### src/rtl/load_store_unit_if.sv
// load_store_unit_if: request/response and memory-side signals of the load/store unit.
interface load_store_unit_if;
    logic        start;
    logic [3:0]  op;
    logic [31:0] addr;
    logic [31:0] wdata;
    logic        busy;
    logic        done;
    logic [31:0] rdata;
    logic        addr_error;
    logic [31:0] data_address;
    logic        data_read;
    logic        data_write;
    logic [31:0] data_writedata;
    logic [31:0] data_readdata;
    modport slave (
        input  start, op, addr, wdata, data_readdata,
        output busy, done, rdata, addr_error, data_address, data_read, data_write, data_writedata
    );
    modport master (
        output start, op, addr, wdata, data_readdata,
        input  busy, done, rdata, addr_error, data_address, data_read, data_write, data_writedata
    );
endinterface

### src/rtl/load_store_unit.sv
// load_store_unit: big-endian byte/half/word loads and stores, with LWL/LWR and read-modify-write for SB/SH.
module load_store_unit (
    input logic clk,
    input logic reset,
    load_store_unit_if.slave bus
);
    typedef enum logic [1:0] {IDLE, READ, WRITE, FINISH} state_t;
    state_t state, state_n;
    logic [3:0]  op_q;
    logic [31:0] addr_q, wdata_q, mem_q, rdata_q;
    logic        done_q, addr_error_q, legal, aligned;
    logic [1:0]  off;
    logic [31:0] byte_w, half_w, lwl_w, lwr_w, load_val, mask, rep, merged;
    assign off = addr_q[1:0];
    always_comb begin
        legal   = bus.op <= 4'd6 || (bus.op >= 4'd8 && bus.op <= 4'd10);
        aligned = !((bus.op == 4'd2 || bus.op == 4'd3 || bus.op == 4'd9) && bus.addr[0]) &&
                  !((bus.op == 4'd4 || bus.op == 4'd10) && |bus.addr[1:0]);
    end
    always_comb begin
        state_n = state == IDLE  ? (bus.start && legal && aligned ? (bus.op == 4'd10 ? WRITE : READ) : IDLE)
                : state == READ  ? (op_q[3] ? WRITE : FINISH)
                : state == WRITE ? FINISH : IDLE;
        bus.busy       = state != IDLE;
        bus.data_read  = state == READ;
        bus.data_write = state == WRITE;
    end
    // Load path: shift the addressed lane down (or up for LWL) and fill from rt where needed.
    always_comb begin
        byte_w   = bus.data_readdata >> {~off, 3'b000};
        half_w   = off[1] ? bus.data_readdata : bus.data_readdata >> 16;
        lwl_w    = (bus.data_readdata << {off, 3'b000}) | (wdata_q & ~(32'hFFFF_FFFF << {off, 3'b000}));
        lwr_w    = (bus.data_readdata >> {~off, 3'b000}) | (wdata_q & ~(32'hFFFF_FFFF >> {~off, 3'b000}));
        load_val = op_q == 4'd0 ? {{24{byte_w[7]}}, byte_w[7:0]}
                 : op_q == 4'd1 ? {24'h0, byte_w[7:0]}
                 : op_q == 4'd2 ? {{16{half_w[15]}}, half_w[15:0]}
                 : op_q == 4'd3 ? {16'h0, half_w[15:0]}
                 : op_q == 4'd5 ? lwl_w
                 : op_q == 4'd6 ? lwr_w : bus.data_readdata;
    end
    // Store path: merge the replicated store lane into the previously read word.
    always_comb begin
        mask   = op_q == 4'd8 ? 32'hFF00_0000 >> {off, 3'b000} : (off[1] ? 32'h0000_FFFF : 32'hFFFF_0000);
        rep    = op_q == 4'd8 ? {4{wdata_q[7:0]}} : {2{wdata_q[15:0]}};
        merged = (mem_q & ~mask) | (rep & mask);
        bus.data_writedata = op_q == 4'd10 ? wdata_q : merged;
    end
    assign bus.data_address = {addr_q[31:2], 2'b00};
    assign bus.rdata        = rdata_q;
    assign bus.done         = done_q;
    assign bus.addr_error   = addr_error_q;
    always_ff @(posedge clk or posedge reset) begin
        if (reset) begin
            state        <= IDLE;
            op_q         <= 4'h0;
            addr_q       <= 32'h0;
            wdata_q      <= 32'h0;
            mem_q        <= 32'h0;
            rdata_q      <= 32'h0;
            done_q       <= 1'b0;
            addr_error_q <= 1'b0;
        end else begin
            state        <= state_n;
            done_q       <= (state == READ && !op_q[3]) || state == WRITE;
            addr_error_q <= state == IDLE && bus.start && !(legal && aligned);
            if (state == IDLE && bus.start) begin
                op_q    <= bus.op;
                addr_q  <= bus.addr;
                wdata_q <= bus.wdata;
            end
            if (state == READ) begin
                mem_q <= bus.data_readdata;
                if (!op_q[3]) rdata_q <= load_val;
            end
        end
    end
endmodule

### src/flat_wrapper.sv
// flat-port wrapper written by rule: the top's interface ports become plain ports
module load_store_unit_flat 
  (clk, reset, bus_start, bus_op, bus_addr, bus_wdata, bus_data_readdata, bus_busy, bus_done, bus_rdata, bus_addr_error, bus_data_address, bus_data_read, bus_data_write, bus_data_writedata);
  load_store_unit_if bus_i ();
  input logic clk;
  input logic reset;
  input wire logic [$bits(bus_i.start)-1:0] bus_start;
  input wire logic [$bits(bus_i.op)-1:0] bus_op;
  input wire logic [$bits(bus_i.addr)-1:0] bus_addr;
  input wire logic [$bits(bus_i.wdata)-1:0] bus_wdata;
  input wire logic [$bits(bus_i.data_readdata)-1:0] bus_data_readdata;
  output wire logic [$bits(bus_i.busy)-1:0] bus_busy;
  output wire logic [$bits(bus_i.done)-1:0] bus_done;
  output wire logic [$bits(bus_i.rdata)-1:0] bus_rdata;
  output wire logic [$bits(bus_i.addr_error)-1:0] bus_addr_error;
  output wire logic [$bits(bus_i.data_address)-1:0] bus_data_address;
  output wire logic [$bits(bus_i.data_read)-1:0] bus_data_read;
  output wire logic [$bits(bus_i.data_write)-1:0] bus_data_write;
  output wire logic [$bits(bus_i.data_writedata)-1:0] bus_data_writedata;
  assign bus_i.start = bus_start;
  assign bus_i.op = bus_op;
  assign bus_i.addr = bus_addr;
  assign bus_i.wdata = bus_wdata;
  assign bus_i.data_readdata = bus_data_readdata;
  assign bus_busy = bus_i.busy;
  assign bus_done = bus_i.done;
  assign bus_rdata = bus_i.rdata;
  assign bus_addr_error = bus_i.addr_error;
  assign bus_data_address = bus_i.data_address;
  assign bus_data_read = bus_i.data_read;
  assign bus_data_write = bus_i.data_write;
  assign bus_data_writedata = bus_i.data_writedata;
  load_store_unit u_core (.clk(clk), .reset(reset), .bus(bus_i));
endmodule
### config.mk
export PLATFORM = sky130hd
export DESIGN_NAME = load_store_unit_flat
export DESIGN_NICKNAME = d
export VERILOG_FILES = /design/src/rtl/load_store_unit_if.sv /design/src/rtl/load_store_unit.sv /design/src/flat_wrapper.sv
export SDC_FILE = /design/constraint.sdc
export NUM_CORES = 1
export LEC_CHECK = 0
export CORE_ASPECT_RATIO = 0.9
export CORE_MARGIN = 4
export CORE_UTILIZATION = 65
export DETAILED_ROUTE_END_ITERATION = 10
export DONT_BUFFER_PORTS = 1
export PLACE_DENSITY_LB_ADDON = 0.08
export SYNTH_ARGS = -nofsm -noshare
export SYNTH_HDL_FRONTEND = slang
export SYNTH_SLANG_ARGS = --single-unit
### constraint.sdc
create_clock -name clk -period 5 [get_ports clk]
set_input_delay 0 -clock clk [delete_from_list [all_inputs] [get_ports clk]]
set_output_delay 0 -clock clk [all_outputs]
set_load 0.1 [all_outputs]
==> results.md <==
- Outcome: complete, no violations
- Post-CTS setup buffers: 0
- Synth cell types: 56
- Most frequent cell after synthesis: dfrtp_1
- Crit share post-route: 77.0%
- Layout Cells excl Fill: about 1000
- Asr flop ratio synth: 100%
- Worst path max stage delay: about 1.2 ns
- Crit-path slowest cell: nor4b_4
- H-tree level count: 4
- Mux cell area share after synthesis: 27.5%
- Worst Max-Slew Pin Slew: 1.36 ns
- Worst hold path cell count: 4
- Seq/Total Area, Yosys: slightly above 40%
- Mapped Area: slightly above 8000 sq um
- Endpoint arrival time on the critical path: between 3 and 4 ns
- Worst path cell trace: inv_1 > nor4b_4 > buf_4 > nand2_1 > o21ai_2
- Top cells by count, synth: dfrtp_1 (136), mux2_2 (130), mux2i_1 (65), nand2_1 (49), nor2_1 (43)
- Fraction of layout cells with a size suffix above 1: between 20% and 30%
- Row Count: 38
- Routed Antenna Nets: 0
- Util after Layout: about four fifths
- Sink Count: 136
- Setup crit start kind: flop
- Clk buf depth: 2
- Cells after synthesis: 766
- DR DRC count: 0
- DR vias/cell: 7.20
- RSZ-0062 raised after global routing: no
- FF-to-FF path depth: 6
- Synth area leader: dfrtp_1
- Total of max-cap violations: 0
- Worst-path clk slew: ~0.060 ns
- Tmin final: ~3.9 ns
- Synth top area share: 41.5%
- Post-synthesis compound-gate area fraction: 15.4%
- PortBufs: 0
- # IOs: 204
- Max_slew headroom: under 10%
- Core Footprint: around 12000 sq um
- Crit Path Class: reg2out
- First-pass detailed-route iteration total: 7
- WP data required: ~5 ns
- Vias in the first global route: 7341
- Seq cells post-synth: ~140
- Max-slew violations: 0
- Worst setup EP type: output pin
- Highest clock rate: between 0.2 and 0.3 GHz
- Die width: 126 microns
- Placed instance count: 859
- Synth Flop Type: dfrtp_1
- DRT Wirelength: 29500 microns
- Area growth syn-to-layout: 19.4%
- # setup viols final: 0
- CTS root buf: clkbuf_16
- Clock skew: roughly 0.0097 ns
- Overall routing resource usage: 40.7%
- Inserted Clock Buffers: 17
- Clock Latency Late Sink: around 0.43 ns
- Routed vias: a little over 7000
- CP max FO: 30
- # diodes: 0
- CTS-repair resized insts: 0
- Starting density of the core: 67.3%
- TNS Setup: 0 ns
- Avg Cell Area, Syn: ~11 sq um
- First-pass GRT wire length: approximately 45000 microns
- Largest family of logic cells by synthesized area: multiplexers
- Synth Area in XOR/XNOR: 0%
- CTS tree: yes
- Adder-Cell Fraction of Synth Area: 0.458%
- GR Overflow Total: 0
- Type of the worst min-delay path: in2reg
- Initial antenna violation count: 1
- R2R Setup Slk: 1.96 ns
- Syn. warnings: 0
- Gpl congestion: ~0.94
- CTS hold repair buffers: 106
- EDFF count, synth: 0
- Iter 0 DRT Violations: 859
- Routed wire per std cell: 29.6 microns
- Fin. Hold Viols: 0
- Final #Nets: 930
- Post-DP HPWL: 17700 microns
- Simple-Gate Fraction of Synth Area: 7.89%
- Largest net degree at the start of global routing: 100
- Die H: 115 microns
- Synth top area cells: dfrtp_1 (42%), mux2_2 (18%), mux2i_1 (7.9%), buf_4 (3.6%), nand2_1 (2.2%)
- Die ar.: 14500 sq um
[per-stage QoR]
step	hold WS [ns]	setup WS, ns	instance area, sq um
global placement	0.108	1.77	8160
finish	0.0242	1.15	9780
floorplan	0.151	1.36	8200
detailed placement	0.121	1.72	8160
CTS	0.000501	1.26	9780
global route	0.0502	1.04	9780
[critical path, delay by kind of cell, from the launching register on]
kind	cells	cell delay [ns]
AND/OR/NAND/NOR	2	1.30
flip-flops	1	0.99
buffers and inverters	2	0.64
AO/OA/AOI/OAI	1	0.45
[final cells by class]
class	instances	area, sq um
repair buffers	134	1270
clock buffers	19	443
flip-flops and latches	136	3400
clock inverters	12	120
fillers	711	2390
inverters	9	38.8
well taps	160	200
multi-input cells	526	4310
[flip-flops by register name (all words and copies together), names as in the netlist]
signal and flops:
u_core.bus.rdata 32, u_core.bus.addr_error 1, u_core.wdata_q 32, u_core.bus.done 1, u_core.addr_q 32, u_core.mem_q 32, u_core.state 2, u_core.op_q 4
[placed cells by master, fill, tap and decap left out, drive strengths merged, types with 6 or more instances in the layout]
cell type	instances
a211oi	22
a21oi	26
a31oi	18
buf	28
clkbuf	19
clkinv	7
dfrtp	136
dlygate4sd3	106
inv	11
mux2	130
mux2i	65
mux4	6
nand2	49
nand3	12
nor2	44
nor3	8
o21ai	36
o221ai	15
o22a	6
o22ai	21
[cells by family (layout without fill, tap and decap cells)]
kind of cell,Yosys count,in the layout
multiplexers,201,201
AO/OA/AOI/OAI,184,184
flip-flops,136,136
AND/OR/NAND/NOR,136,136
buffers and inverters,105,174
adder cells (fa/ha/maj),3,3
other,1,2
[worst paths after layout]
path | start | endpoint
min | bus_data_readdata[30] | u_core.bus.rdata[22]
max in group asynchronous | reset | u_core.bus.rdata[5]
max reg2reg | u_core.state[1] | u_core.bus.rdata[18]
max | u_core.op_q[1] | bus_data_writedata[26]
min in group asynchronous | reset | u_core.wdata_q[31]
min reg2reg | u_core.mem_q[27] | u_core.mem_q[27]
[layer usage]
layer | up-vias | GRT usage (%) | part of all wire [%]
li1 | 2944 | - | -
met1 | 3514 | 52.2 | 37
met2 | 587 | 61.8 | 45
met3 | 126 | 14.7 | 13
met4 | 0 | 19.0 | 4.9
met5 | - | 0 | 0
Power is not shown: default switching activity piles up to over one toggle a cycle in this logic, so the estimate is an artifact.
